$ cat src/rtl/placement_result_collector.sv
// Capture stage behind the rectangle placer: matches placer latency with a valid
// delay line, tags each placed result with a sequence number and a strike-change flag, and buffers it.
module placement_result_collector #(
    parameter int LATENCY = 8,
    parameter int DEPTH   = 8,
    parameter int SEQ_W   = 8
) (
    input  logic                     clk_i,
    input  logic                     rst_ni,
    input  logic                     rect_valid_i,
    input  logic [7:0]               index_x_i,
    input  logic [7:0]               index_y_i,
    input  logic [3:0]               strike_i,
    output logic                     res_valid_o,
    input  logic                     res_ready_i,
    output logic [7:0]               res_x_o,
    output logic [7:0]               res_y_o,
    output logic [3:0]               res_strike_o,
    output logic                     res_strike_inc_o,
    output logic [SEQ_W-1:0]         res_seq_o,
    output logic [$clog2(DEPTH):0]   count_o,
    output logic                     overflow_o
);

    localparam int AW = $clog2(DEPTH);
    localparam logic [AW:0]      PTR_ONE = 1;
    localparam logic [SEQ_W-1:0] SEQ_ONE = 1;

    typedef struct packed {
        logic [7:0]       x;
        logic [7:0]       y;
        logic [3:0]       strike;
        logic             strike_inc;
        logic [SEQ_W-1:0] seq;
    } entry_t;

    logic [LATENCY-1:0] dly_q, dly_d;
    logic [SEQ_W-1:0]   seq_q, seq_d;
    logic [3:0]         prev_strike_q, prev_strike_d;
    logic [AW:0]        wr_ptr_q, wr_ptr_d;
    logic [AW:0]        rd_ptr_q, rd_ptr_d;
    logic               overflow_q, overflow_d;
    entry_t             mem_q [DEPTH];
    entry_t             mem_d [DEPTH];

    logic   cap_valid;
    logic   empty;
    logic   full;
    logic   push;
    logic   pop;
    entry_t cap_entry;
    entry_t head;

    // Bit LATENCY-1 lines up with the cycle the placer presents the result.
    always_comb begin
        dly_d    = dly_q;
        dly_d[0] = rect_valid_i;
        for (int i = 1; i < LATENCY; i++) begin
            dly_d[i] = dly_q[i-1];
        end
    end

    assign cap_valid = dly_q[LATENCY-1];

    // Pointers carry one extra wrap bit so full and empty are distinguishable.
    assign empty = (wr_ptr_q == rd_ptr_q);
    assign full  = (wr_ptr_q[AW] != rd_ptr_q[AW]) &&
                   (wr_ptr_q[AW-1:0] == rd_ptr_q[AW-1:0]);
    assign pop   = !empty && res_ready_i;
    assign push  = cap_valid && (!full || pop);

    always_comb begin
        cap_entry            = '0;
        cap_entry.x          = index_x_i;
        cap_entry.y          = index_y_i;
        cap_entry.strike     = strike_i;
        cap_entry.strike_inc = (strike_i != prev_strike_q);
        cap_entry.seq        = seq_q;
    end

    // Sequence and strike history advance on every capture, dropped or not.
    always_comb begin
        seq_d         = seq_q;
        prev_strike_d = prev_strike_q;
        wr_ptr_d      = wr_ptr_q;
        rd_ptr_d      = rd_ptr_q;
        overflow_d    = overflow_q;
        for (int i = 0; i < DEPTH; i++) begin
            mem_d[i] = mem_q[i];
        end
        if (cap_valid) begin
            seq_d         = seq_q + SEQ_ONE;
            prev_strike_d = strike_i;
        end
        if (push) begin
            mem_d[wr_ptr_q[AW-1:0]] = cap_entry;
            wr_ptr_d                = wr_ptr_q + PTR_ONE;
        end
        if (pop) begin
            rd_ptr_d = rd_ptr_q + PTR_ONE;
        end
        if (cap_valid && full && !pop) begin
            overflow_d = 1'b1;
        end
    end

    always_ff @(posedge clk_i or negedge rst_ni) begin
        if (!rst_ni) begin
            dly_q         <= '0;
            seq_q         <= '0;
            prev_strike_q <= '0;
            wr_ptr_q      <= '0;
            rd_ptr_q      <= '0;
            overflow_q    <= 1'b0;
            for (int i = 0; i < DEPTH; i++) begin
                mem_q[i] <= '0;
            end
        end else begin
            dly_q         <= dly_d;
            seq_q         <= seq_d;
            prev_strike_q <= prev_strike_d;
            wr_ptr_q      <= wr_ptr_d;
            rd_ptr_q      <= rd_ptr_d;
            overflow_q    <= overflow_d;
            for (int i = 0; i < DEPTH; i++) begin
                mem_q[i] <= mem_d[i];
            end
        end
    end

    assign head             = mem_q[rd_ptr_q[AW-1:0]];
    assign res_valid_o      = !empty;
    assign res_x_o          = head.x;
    assign res_y_o          = head.y;
    assign res_strike_o     = head.strike;
    assign res_strike_inc_o = head.strike_inc;
    assign res_seq_o        = head.seq;
    assign count_o          = wr_ptr_q - rd_ptr_q;
    assign overflow_o       = overflow_q;

endmodule

$ cat config.mk
export PLATFORM = sky130hd
export DESIGN_NAME = placement_result_collector
export DESIGN_NICKNAME = d
export VERILOG_FILES = /design/src/rtl/placement_result_collector.sv
export SDC_FILE = /design/constraint.sdc
export NUM_CORES = 1
export LEC_CHECK = 0
export CAP_MARGIN = 20
export CORE_ASPECT_RATIO = 1.2
export CORE_MARGIN = 8
export CORE_UTILIZATION = 64
export DETAILED_ROUTE_END_ITERATION = 7
export GPL_TIMING_DRIVEN = 0
export PLACE_DENSITY_LB_ADDON = 0.12
export RECOVER_POWER = 50
export SYNTH_ARGS = -nofsm -noshare
export SYNTH_HDL_FRONTEND = slang
export SYNTH_SLANG_ARGS = --single-unit
$ cat constraint.sdc
create_clock -name clk_i -period 4.4 [get_ports clk_i]
set_clock_uncertainty 0.2 [all_clocks]
set_input_delay 0.66 -clock clk_i [delete_from_list [all_inputs] [get_ports clk_i]]
set_output_delay 0.66 -clock clk_i [all_outputs]
set_load 0.02 [all_outputs]
After elaboration in Yosys (flattened, before gate mapping)
Cells that the tools add are included.
{"block": "op_classes", "add_sub_neg": 4, "mul": 0, "div_mod_pow": 0, "n_lt_le_gt_ge": 3, "eq_ne": 4, "n_shift": 0, "n_mux": 6, "bitwise": 2, "n_reduce_logical": 10}
{"operator": "$bwmux 232", "n": 1}
{"operator": "$bmux 29 s3", "n": 1}
{"operator": "$demux 29 s3", "n": 1}
{"operator": "$mux 29", "n": 3}
{"operator": "$add 4x1->4 const B", "n": 2}
{"operator": "$add 8x1->8 const B", "n": 1}
{"operator": "$ge 4x4->1 const B", "n": 2}
{"operator": "$not 3->4", "n": 2}
{"operator": "$logic_and 1x1->1", "n": 6}
{"operator": "$eq 4x4->1", "n": 1}
{"operator": "$lt 4x1->1 const B", "n": 1}
{"operator": "$ne 4x4->1", "n": 1}
{"operator": "$sub 4x4->4", "n": 1}
{"operator": "$eq 3x3->1", "n": 1}
{"operator": "$logic_not 1->1", "n": 3}
{"operator": "$logic_or 1x1->1", "n": 1}
{"operator": "$ne 1x1->1", "n": 1}
{"block": "word_totals", "reg_bits": 261, "latch_bits": 0, "ram_bits": 0, "rom_bits": 0, "inputBits": 24, "word_cells": 75, "memories": 0}

Logic depth before layout (Yosys ltp)
Gate-level depths: netlist of the first run.
{"block": "logic_depth", "ltp_word": 6, "depth_mapped": 9}

Worst setup path before layout of the first run
Ideal clock, no wire load.
{"block": "synth_path", "kind": "register to register", "startpoint": "reg rd_ptr_q[1]", "endpoint": "reg mem_q[20] in the netlist's numbering", "arrival_ps": 2464, "slack_ps": 1611, "path_stages_with_launch": 9, "path_cell_list": "dfrtp_1 clkbuf_1 clkbuf_1 inv_1 ha_1 and4b_1 a211oi_4 clkbuf_8 mux2_2"}
{"block": "synth_via", "elab_chain_len": 5, "word_cells_on_any_way": 8, "cone_classes": "eq/ne (2); reduce/logical (6)"}
{"item": "from (decl)", "line": "41", "source": "logic [AW:0] rd_ptr_q, rd_ptr_d;"}
{"item": "from (signal assigned)", "line": "123", "source": "rd_ptr_q <= rd_ptr_d;"}
{"item": "$eq 4x4->1 or $eq 3x3->1 (tied branches)", "line": "66, 68"}
{"item": "$logic_not 1->1 or $logic_and 1x1->1 (tied branches)", "line": "69, 67"}
{"item": "$logic_and 1x1->1 or $logic_not 1->1 (tied branches)", "line": "69, 70"}
{"item": "$logic_or 1x1->1 (*)", "line": "70", "source": "assign push = cap_valid && (!full || pop);"}
{"item": "$logic_and 1x1->1 (*)", "line": "70"}
{"item": "to (signal, indexed assignment)", "line": "126", "source": "mem_q[i] <= mem_d[i];"}
{"item": "to (decl)", "line": "43", "source": "entry_t mem_q [DEPTH];"}
Mark *: on every way between the ends. The rest lies on a longest branch, timed or not.
A chain may end at the register's enable or synchronous reset.

Final worst setup path of the first run
{"block": "layout_path", "startpoint": "reg rd_ptr_q[1]", "endpoint": "out count_o[3]"}
{"block": "layout_via", "elab_chain_len": 1}
{"item": "$sub 4x4->4", "line": "138", "source": "assign count_o = wr_ptr_q - rd_ptr_q;"}
{"item": "to (decl)", "line": "21", "source": "output logic [$clog2(DEPTH):0] count_o,"}
No other way between the ends.

==> summary.md, run 1 <==
| Metric | Value |
|---|---|
| Reg power frac | 0.354 |
| Core Util, Final | 0.7492 |
| Tmin final | 4.105 ns |
| Hold_sp | dly_q[2] |
| Global-route wire length before repair | 41990 um |
| R2R depth | 8 |
| GP Congestion | 0.8378 |
| CP top delay family | buffers and inverters |
| Per-instance average area after synthesis | 15.12 sq um |
| DP Cell Count | 1066 |
| Ant. Diodes | 0 |
| Die Area | 23180 sq um |
| CTS tree | done |
| Switching Fraction | 0.3402 |
| DRT iter0 DRCs | 381 |
| WL/cell | 23.13 um |
| Largest net degree at the start of global routing | 120 |
| Critical R2R Launch | rd_ptr_q[1] |
| Post-Synthesis Cell Area | 11870 sq um |
| Vias in the first global route | 7685 |
| LEAKAGE | 5.968 nW |
| Num rows | 54 |
| Via Count | 6788 |
| Clk root buf | clkbuf_16 |
| Internal reg-to-reg setup slack | 1.17 ns |
| Pwr/cell area | 839.9 nW/um^2 |
| Max FO, Critical Path | 10 |
| Post-Layout Cell Count | 1115 |
| Insertion delay to the later sink of the worst-skew pair | 0.53 ns |
| Clock power share | 0.193 |
| Hold crit path type | flip-flop to flip-flop |
| CP peak stage delay | 0.67 ns |
| Initial antenna violation count | 0 |
| Pins Over Slew Limit | 46 |
| Grt total ovfl | 0 |
| Fmax | 243.6 MHz |
| Cell variety after synth | 38 |
| Yosys reg bits | 261 |
| HPWL reported at the end of detailed placement | 16720 um |
| Critical-path top delay cell | clkdlybuf4s50_1 |
| Worst hold stages | 0 |
| Worst EP required | 3.54 ns |
| Worst R2R End | mem_q[0] |
| Post-route ant nets | 0 |
| GRT Util Overall | 0.2323 |
| Status | finished with violations |
| Syn nets | 816 |
| Combinational share of power | 0.454 |
| Worst Path Buf+Inv | 4 |
| Synth warn | 0 |
| Critical path arrival | 3.25 ns |
| RSZ-0062 raised after global routing | false |
| Area leader, netlist | dfrtp_1 |
| Fin nets | 902 |
| Final setup fails | 0 |
| Synth top area cells | dfrtp_1, mux2_2, mux4_2 |
| Core ar. | 18170 sq um |
| Crit. End Element | output port |
| I/O pin total | 59 |
| NetSw | 3.891 mW |
| CP startpoint kind | flip-flop |
| Design Power | 11.44 mW |
| Die X | 140.3 um |
| Area Growth Syn to Fin | 14.71% |
| Violated checks | max-capacitance violations, max-slew violations |
| Seq/Total Area, Yosys | 0.5502 |
| Relative slew slack | -0.6817 |
| Stages on worst setup path | 8 |
| Post-synthesis cell count | 785 |
| Final wirelength | 25790 um |
| Most common cell after layout, fill and taps aside | dfrtp_1 |
| Worst Tran Pin Value | 2.522 ns |
| Clk slew on worst S/H paths | 0.06 ns |
| Initial Util | 0.6531 |
| Hold slack | 0.1444 ns |
| Max Root-Sink Buffers | 3 |
| Crit Path Category | flip-flop to output port |
| Hold Vio Cnt, Final | 0 |
| Max cap viols | 1 |
| Vias per cell | 6.088 |
| Pre-Repair DR Iteration Count | 5 |
| CTS buffer count | 26 |
| Commonest non-fill, non-tap cells in the layout | dfrtp_1, mux2_2, nand2_1, mux4_2, clkdlybuf4s50_1 |
| Share of layout cells above drive strength 1 | 0.4074 |
| Maximum vdd drop | 0.6414 mV |
| Port Buf Inserts | 54 |
| Die Y | 165.2 um |
| H-tree Lvls | 1 |
| P_int | 7.545 mW |
| Part of the cycle the worst path needs | 0.9330 |
| Clock sinks | 261 |
| WHS Endpoint | dly_q[3] |
| Post-synth top area share | 0.5502 |
| Crit path cell chain | clkbuf_1, clkbuf_2, inv_1, ha_1, a21o_1, a21oi_1, xnor2_1, clkdlybuf4s50_1 |
| Detailed-route DRC error count | 0 |
-- sequential cells by signal, summed over array words and instances (netlist names) --
register,count
rd_ptr_q,4
seq_q,8
prev_strike_q,4
dly_q,8
overflow_o,1
wr_ptr_q,4
mem_q,232
-- metal layers --
metal | routed length [um] | GRT usage | vias to the layer above
met5 | 0 | 0 | -
met4 | 597 | 0.07118 | 0
met3 | 1288 | 0.03796 | 41
met2 | 13160 | 0.3962 | 179
met1 | 10740 | 0.3031 | 3592
li1 | - | - | 2976
-- power by group through the flow --
stage	combinational (mW)	clock (mW)	sequential, mW
2_1_floorplan	3.65	0	3.86
3_3_place_gp	5.04	0	3.96
3_5_place_dp	5.20	0	4.07
4_1_cts	5.24	2.23	4.04
5_1_grt	5.55	2.33	4.16
6_report	5.19	2.20	4.04
-- synthesized netlist by cell type --
cell type,instances
xnor2_1,11
buf_6,4
a211oi_2,1
buf_1,4
nand4_1,4
o211ai_1,1
o211ai_2,2
mux2_1,10
nand3_1,3
xor2_2,1
nor4_1,1
a31o_2,1
nand2_1,95
o21ai_1,2
dfrtp_1,261
o21ai_0,5
nor4bb_1,2
and3_1,2
a21oi_2,2
nand4b_1,3
mux4_2,58
fa_1,1
nor2_1,6
clkbuf_1,24
inv_1,8
xnor2_2,1
a211oi_4,1
a21o_1,1
buf_2,14
a21oi_1,5
buf_4,12
mux2_2,192
ha_1,6
clkbuf_8,2
xor2_1,8
and4b_1,1
nor3b_1,1
mux2_4,29
-- final cells by class --
type / instances / area [sq um]
inverters: 8 / 30.03
clock buffers: 46 / 857.1
plain buffers: 60 / 337.8
flip-flops and latches: 261 / 6531
repair buffers: 58 / 596.8
multi-input cells: 456 / 4971
well taps: 224 / 280.3
fillers: 1125 / 4558
clock inverters: 2 / 12.51
-- per-stage QoR --
step | setup slack [ns] | area [sq um] | TNS, ns
floorplan | 1.611 | 11870 | 0
global placement | -7.599 | 12690 | -1976.99
detailed placement | 0.6716 | 12760 | 0
CTS | 0.05766 | 13640 | 0
global route | 0.1257 | 13620 | 0
finish | 0.2950 | 13620 | 0
-- worst max path at each step --
stage	from	endpoint	slack (ns)
after floorplan	rd_ptr_q[1]	mem_q[20]	1.61
after global placement	rst_ni	mem_q[14]	-7.60
after detailed placement	rd_ptr_q[1]	count_o[3]	0.67
after CTS	rd_ptr_q[1]	count_o[3]	0.06
after global routing	rst_ni	mem_q[93]	0.13
final	rd_ptr_q[1]	count_o[3]	0.29
-- cells by family after synthesis --
logic type | Yosys count | synth area share
fa+ha+maj | 7 | 0.008011
xor+xnor | 21 | 0.01676
buf+inv | 68 | 0.03099
flops | 261 | 0.5502
mux | 289 | 0.3384
simple gates | 118 | 0.04227
compound gates | 21 | 0.01339
-- what timing repair did --
item                       4_1_cts  5_1_grt
hold buffers                     1        0
setup buffers                    0        0
hold endpoints to repair        45        0
gates resized for setup          0        2
setup endpoints to repair        0        1
(Power assumes the default switching activity.)
==> inputs of run 2 (changes only) <==
CORE_ASPECT_RATIO = default   (was 1.2)
HOLD_SLACK_MARGIN = 0.06   (was default)
==> run 2 against run 1 <==
- the run still ends with max-capacitance violations, max-slew violations left
- combinational power hardly changed
- wire length is 1.7% higher
- core utilization is 0.89 points lower
- critical path type unchanged
- largest cell class unchanged
- largest power group unchanged
==> summary.md, run 2 (synthesized netlist as in run 1, its figures left out) <==
| Metric | Value |
|---|---|
| Crit Path Category | flip-flop to output port |
| Critical-path top delay cell | clkdlybuf4s50_1 |
| Die X | 152.2 um (+8.5%) |
| Fin nets | 903 (+0.11%) |
| Clk root buf | clkbuf_16 |
| Largest net degree at the start of global routing | 95 (-21%) |
| LEAKAGE | 5.985 nW (+0.29%) |
| Hold slack | 0.1456 ns (+0.001127 ns) |
| Most common cell after layout, fill and taps aside | dfrtp_1 |
| Port Buf Inserts | 54 (unchanged) |
| CP startpoint | rd_ptr_q[1] |
| Initial Util | 0.6432 (-0.009918) |
| Pwr/cell area | 847.3 nW/um^2 (+0.89%) |
| Critical path arrival | 3.44 ns (+0.19 ns) |
| Relative slew slack | -0.4918 (+0.1898) |
| DRT iter0 DRCs | 352 (-7.6%) |
| Tmin final | 4.297 ns (+0.1916 ns) |
| Global-route wire length before repair | 42660 um (+1.6%) |
| Most used cell, CP | clkbuf_1 |
| Ant. Diodes | 0 (unchanged) |
| Final worst setup slack | 0.1033 ns (-0.1916 ns) |
| Fillcell total | 1135 (+0.89%) |
| CTS buffer count | 27 (+3.8%) |
| Post-place setup slack | 0.7354 ns (+0.06380 ns) |
| CP startpoint kind | flip-flop |
| Share of layout cells above drive strength 1 | 0.4067 (-0.0006658) |
| CTS tree | done |
| Internal reg-to-reg setup slack | 0.96 ns (-0.21 ns) |
| Vias in the first global route | 7649 (-0.47%) |
| Clock sinks | 261 (unchanged) |
| Final setup fails | 0 (unchanged) |
| Pins Over Slew Limit | 90 (+96%) |
| Footprint of the multi-input gates | 4971 sq um (unchanged) |
| Max FO, Critical Path | 10 (unchanged) |
| Top Registers | mem_q x232, dly_q x8, seq_q x8 |
| Post-CTS Repair Setup Buffers | 0 (unchanged) |
| Clk slew on worst S/H paths | 0.06 ns (about the same) |
| Max cap viols | 1 (unchanged) |
| Grt total ovfl | 0 (unchanged) |
| Worst Tran Pin Value | 2.238 ns (-0.2847 ns) |
| R2R depth | 8 (unchanged) |
| Design Power | 11.58 mW (+1.2%) |
| Sum Neg Setup Slack | 0 ns (unchanged) |
| Worst EP required | 3.54 ns (about the same) |
| Die Y | 152.2 um (-7.9%) |
| Status | finished with violations |
| Max reg flops | 232 (unchanged) |
| Part of the cycle the worst path needs | 0.9765 (+0.04355) |
| Num rows | 50 (-7.4%) |
| Fmax | 232.7 MHz (-4.5%) |
| GP Congestion | 0.8182 (-2.3%) |
| Insertion delay to the later sink of the worst-skew pair | 0.53 ns (about the same) |
| Worst R2R End | mem_q[5] |
| Maximum vdd drop | 0.7732 mV (+21%) |
| Max Root-Sink Buffers | 3 (unchanged) |
| Area Growth Syn to Fin | 15.09% |
| Sequential Area | 6531 sq um (unchanged) |
| HPWL reported at the end of detailed placement | 16890 um (+1.0%) |
| Crit path cell chain | clkbuf_1, clkbuf_1, inv_1, ha_1, a21o_1, a21oi_1, xnor2_1, clkdlybuf4s50_1 |
| CP Capture Point | count_o[3] |
| Core ar. | 18460 sq um (+1.5%) |
| Commonest non-fill, non-tap cells in the layout | dfrtp_1, mux2_2, nand2_1, mux4_2, clkdlybuf4s50_1 |
| Post-route ant nets | 0 (unchanged) |
| Crit. End Element | output port |
| RSZ-0062 raised after global routing | false |
| Critical R2R Launch | rd_ptr_q[1] |
| Detailed-route DRC error count | 0 (unchanged) |
| Worst hold stages | 0 (unchanged) |
| GRT Util Overall | 0.2324 (about the same) |
| Pre-Repair DR Iteration Count | 4 (-1) |
| Violated checks | max-capacitance violations, max-slew violations |
| Hold Vio Cnt, Final | 0 (unchanged) |
| WL/cell | 23.34 um (+0.90%) |
| CP peak stage delay | 0.66 ns (about the same) |
| Initial antenna violation count | 0 (unchanged) |
| Via Count | 6784 (-0.059%) |
| I/O pin total | 59 (unchanged) |
| Hold crit path type | flip-flop to flip-flop |
| Vias per cell | 6.036 (-0.86%) |
| H-tree Lvls | 1 (unchanged) |
| Die Area | 23160 sq um (about the same) |
| Top reg by flops | mem_q |
| Final wirelength | 26230 um (+1.7%) |
-- run 2: cell type report --
type                            instances  share of cell area
Buffer                                 60             0.02464
Clock buffer                           43             0.05971
Multi-Input combinational cell        456              0.3639
Clock inverter                          4            0.006960
Sequential cell                       261              0.4781
Timing Repair Buffer                   58             0.04314
Inverter                                8            0.002198
Tap cell                              234             0.02143
-- run 2: how the worst min path moves through the flow --
stage              from  endpoint  slack (ns)
2_1_floorplan  dly_q[0]  dly_q[1]        0.13
3_3_place_gp   dly_q[0]  dly_q[1]        0.13
3_5_place_dp   dly_q[1]  dly_q[2]        0.14
4_1_cts        dly_q[1]  dly_q[2]        0.15
5_1_grt        dly_q[2]  dly_q[3]        0.16
6_report       dly_q[1]  dly_q[2]        0.15
-- run 2: what timing repair did --
action | 4_1_cts | 5_1_grt
hold endpoints to repair | 89 | 0
gates resized for setup | 0 | 0
hold buffers | 1 | 0
-- run 2: critical path: cells and delay by family, from the launching register on --
kind | cells | cell delay, ns
adder cells (fa/ha/maj) | 1 | 0.35
XOR/XNOR | 1 | 0.18
AO/OA/AOI/OAI | 2 | 0.35
flip-flops | 1 | 0.40
buffers and inverters | 4 | 1.62
-- run 2: metal layers --
layer	vias up	track usage	routed length [um]
li1	2983	-	-
met1	3615	0.3020	11280
met2	148	0.3943	13420
met3	38	0.04226	1040
met4	0	0.06854	481
met5	-	0	0
-- run 2: power breakdown --
group          internal, mW  leakage [nW]  switching [mW]
combinational          2.76          2.40            2.42
clock                  1.43         0.446           0.904
sequential             3.47          3.14           0.582
-- run 2: per-stage QoR --
step,area [sq um],cells,util
floorplan,11870,785,-
global placement,12700,1073,0.6883
detailed placement,12760,1075,0.6916
CTS,13680,1123,0.7415
global route,13660,1124,0.7403
finish,13660,1124,0.7403
==> inputs of run 3 (changes only) <==
CAP_MARGIN = 40   (was 20)
HOLD_SLACK_MARGIN = default   (was 0.06)
==> run 3 against run 2 <==
- total power is 1.4% lower
- register-to-register slack better by 0.02 ns
- sequential power hardly changed
- non-clock buffer count stayed put
- combinational power hardly changed
- via count is 2.2% higher
- worst setup slack better by 0.10 ns
- global-route usage is 0.15 points higher
- largest cell class unchanged
- design area is 0.38% lower
- largest power group unchanged
- the run still ends with max-capacitance violations, max-slew violations left
- first-iteration DRC count is 18% higher
==> summary.md, run 3 (synthesized netlist as in run 1, its figures left out) <==
| Metric | Value |
|---|---|
| Internal reg-to-reg setup slack | 0.98 ns (+0.02 ns) |
| Crit. End Element | output port |
| Initial Util | 0.6432 (unchanged) |
| Fin nets | 903 (unchanged) |
| Port Buf Inserts | 54 (unchanged) |
| Via Count | 6930 (+2.2%) |
| Design Power | 11.41 mW (-1.4%) |
| Grt total ovfl | 0 (unchanged) |
| Top reg by flops | mem_q |
| Pwr/cell area | 838.5 nW/um^2 (-1.0%) |
| I/O pin total | 59 (unchanged) |
| Clk root buf | clkbuf_16 |
| Violated checks | max-capacitance violations, max-slew violations |
| Area Growth Syn to Fin | 14.66% |
| Hold crit path type | flip-flop to flip-flop |
| Die Area | 23160 sq um (unchanged) |
| Post-place setup slack | 0.7653 ns (+0.02987 ns) |
| Die Y | 152.2 um (unchanged) |
| Max cap viols | 1 (unchanged) |
| Final setup fails | 0 (unchanged) |
| Final wirelength | 26250 um (about the same) |
| Resized cells post-CTS | 0 (unchanged) |
| Num rows | 50 (unchanged) |
| HPWL reported at the end of detailed placement | 16940 um (+0.35%) |
| Relative slew slack | -0.4921 (about the same) |
| Top Registers | mem_q x232, dly_q x8, seq_q x8 |
| Fmax | 238.3 MHz (+2.4%) |
| Critical path arrival | 3.34 ns (-0.10 ns) |
| GP Congestion | 0.8182 (unchanged) |
| Hold Vio Cnt, Final | 0 (unchanged) |
| Ant. Diodes | 0 (unchanged) |
| Sum Neg Setup Slack | 0 ns (unchanged) |
| CTS buffer count | 27 (unchanged) |
| Initial antenna violation count | 0 (unchanged) |
| CTS tree | done |
| CP startpoint kind | flip-flop |
| Share of layout cells above drive strength 1 | 0.4112 (+0.004494) |
| Hold slack | 0.1470 ns (+0.001396 ns) |
| Final worst setup slack | 0.2042 ns (+0.1009 ns) |
| Pre-Repair DR Iteration Count | 5 (+1) |
| WL/cell | 23.35 um (about the same) |
| Global-route wire length before repair | 43040 um (+0.87%) |
| Most common cell after layout, fill and taps aside | dfrtp_1 |
| Vias per cell | 6.165 (+2.2%) |
| Insertion delay to the later sink of the worst-skew pair | 0.52 ns (about the same) |
| Commonest non-fill, non-tap cells in the layout | dfrtp_1, mux2_2, nand2_1, mux4_2, clkdlybuf4s50_1 |
| Clk slew on worst S/H paths | 0.06 ns (about the same) |
| Die X | 152.2 um (unchanged) |
| Clock sinks | 261 (unchanged) |
| Part of the cycle the worst path needs | 0.9536 (-0.02292) |
| Pins Over Slew Limit | 90 (unchanged) |
| GRT Util Overall | 0.2339 (+0.001504) |
| Worst Tran Pin Value | 2.238 ns (+0.0003675 ns) |
| RSZ-0062 raised after global routing | false |
| Vias in the first global route | 7788 (+1.8%) |
| Status | finished with violations |
| Largest net degree at the start of global routing | 95 (unchanged) |
| Max FO, Critical Path | 10 (unchanged) |
| Max reg flops | 232 (unchanged) |
| Crit Path Category | flip-flop to output port |
| Max Root-Sink Buffers | 3 (unchanged) |
| DRT iter0 DRCs | 415 (+18%) |
| Maximum vdd drop | 0.7340 mV (-5.1%) |
| Tmin final | 4.196 ns (-0.1009 ns) |
| Core Util, Final | 0.7375 (-0.002779) |
| Detailed-route DRC error count | 0 (unchanged) |
| Worst EP required | 3.54 ns (about the same) |
| Core ar. | 18460 sq um (unchanged) |
| H-tree Lvls | 1 (unchanged) |
| Post-route ant nets | 0 (unchanged) |
| LEAKAGE | 5.960 nW (-0.42%) |
-- run 3: area by class of cell --
type / count / area (sq um)
fill: 1161 / 4845
clock buffer: 37 / 773.2
inverter: 8 / 30.03
timing repair buffer: 58 / 595.6
tap: 234 / 292.8
multi-input combinational: 456 / 4971
sequential: 261 / 6531
clock inverter: 10 / 80.08
buffer: 60 / 336.6
-- run 3: stage by stage --
step | cells | cell area (sq um)
6_report | 1124 | 13610
5_1_grt | 1124 | 13610
4_1_cts | 1124 | 13640
3_5_place_dp | 1076 | 12770
3_3_place_gp | 1073 | 12700
2_1_floorplan | 785 | 11870
-- run 3: metal layers --
metal | GRT usage | vias to the layer above | part of all wire | routed length (um)
li1 | - | 2989 | - | -
met1 | 0.3039 | 3689 | 0.42 | 10940
met2 | 0.4003 | 191 | 0.51 | 13330
met3 | 0.04197 | 61 | 0.049 | 1290
met4 | 0.06283 | 0 | 0.026 | 686
met5 | 0 | - | 0 | 0
-- run 3: critical path, cell delays in order, from the launching register on --
cell	delay [ns]
dfrtp_1	0.39
clkbuf_1	0.27
clkbuf_1	0.55
inv_1	0.10
ha_1	0.35
a21o_1	0.17
a21oi_1	0.16
xnor2_1	0.16
clkdlybuf4s50_1	0.65
-- run 3: what timing repair did --
action | in CTS | in global routing
hold buffers | 1 | 0
endpoints found under the hold margin | 89 | 0
setup buffers | 0 | 0
-- run 3: where the power goes --
part	switching [mW]	internal [mW]
sequential	0.578	3.47
clock	0.906	1.28
combinational	2.41	2.76
total	3.90	7.51
-- run 3: worst paths after layout --
path,startpoint,endpoint,cells after the start
max in group asynchronous,rst_ni,mem_q[184],4
min,dly_q[1],dly_q[2],0
max,rd_ptr_q[1],count_o[3],8
min reg2reg,dly_q[1],dly_q[2],0
min in group asynchronous,rst_ni,mem_q[208],2
max reg2reg,rd_ptr_q[1],mem_q[0],8
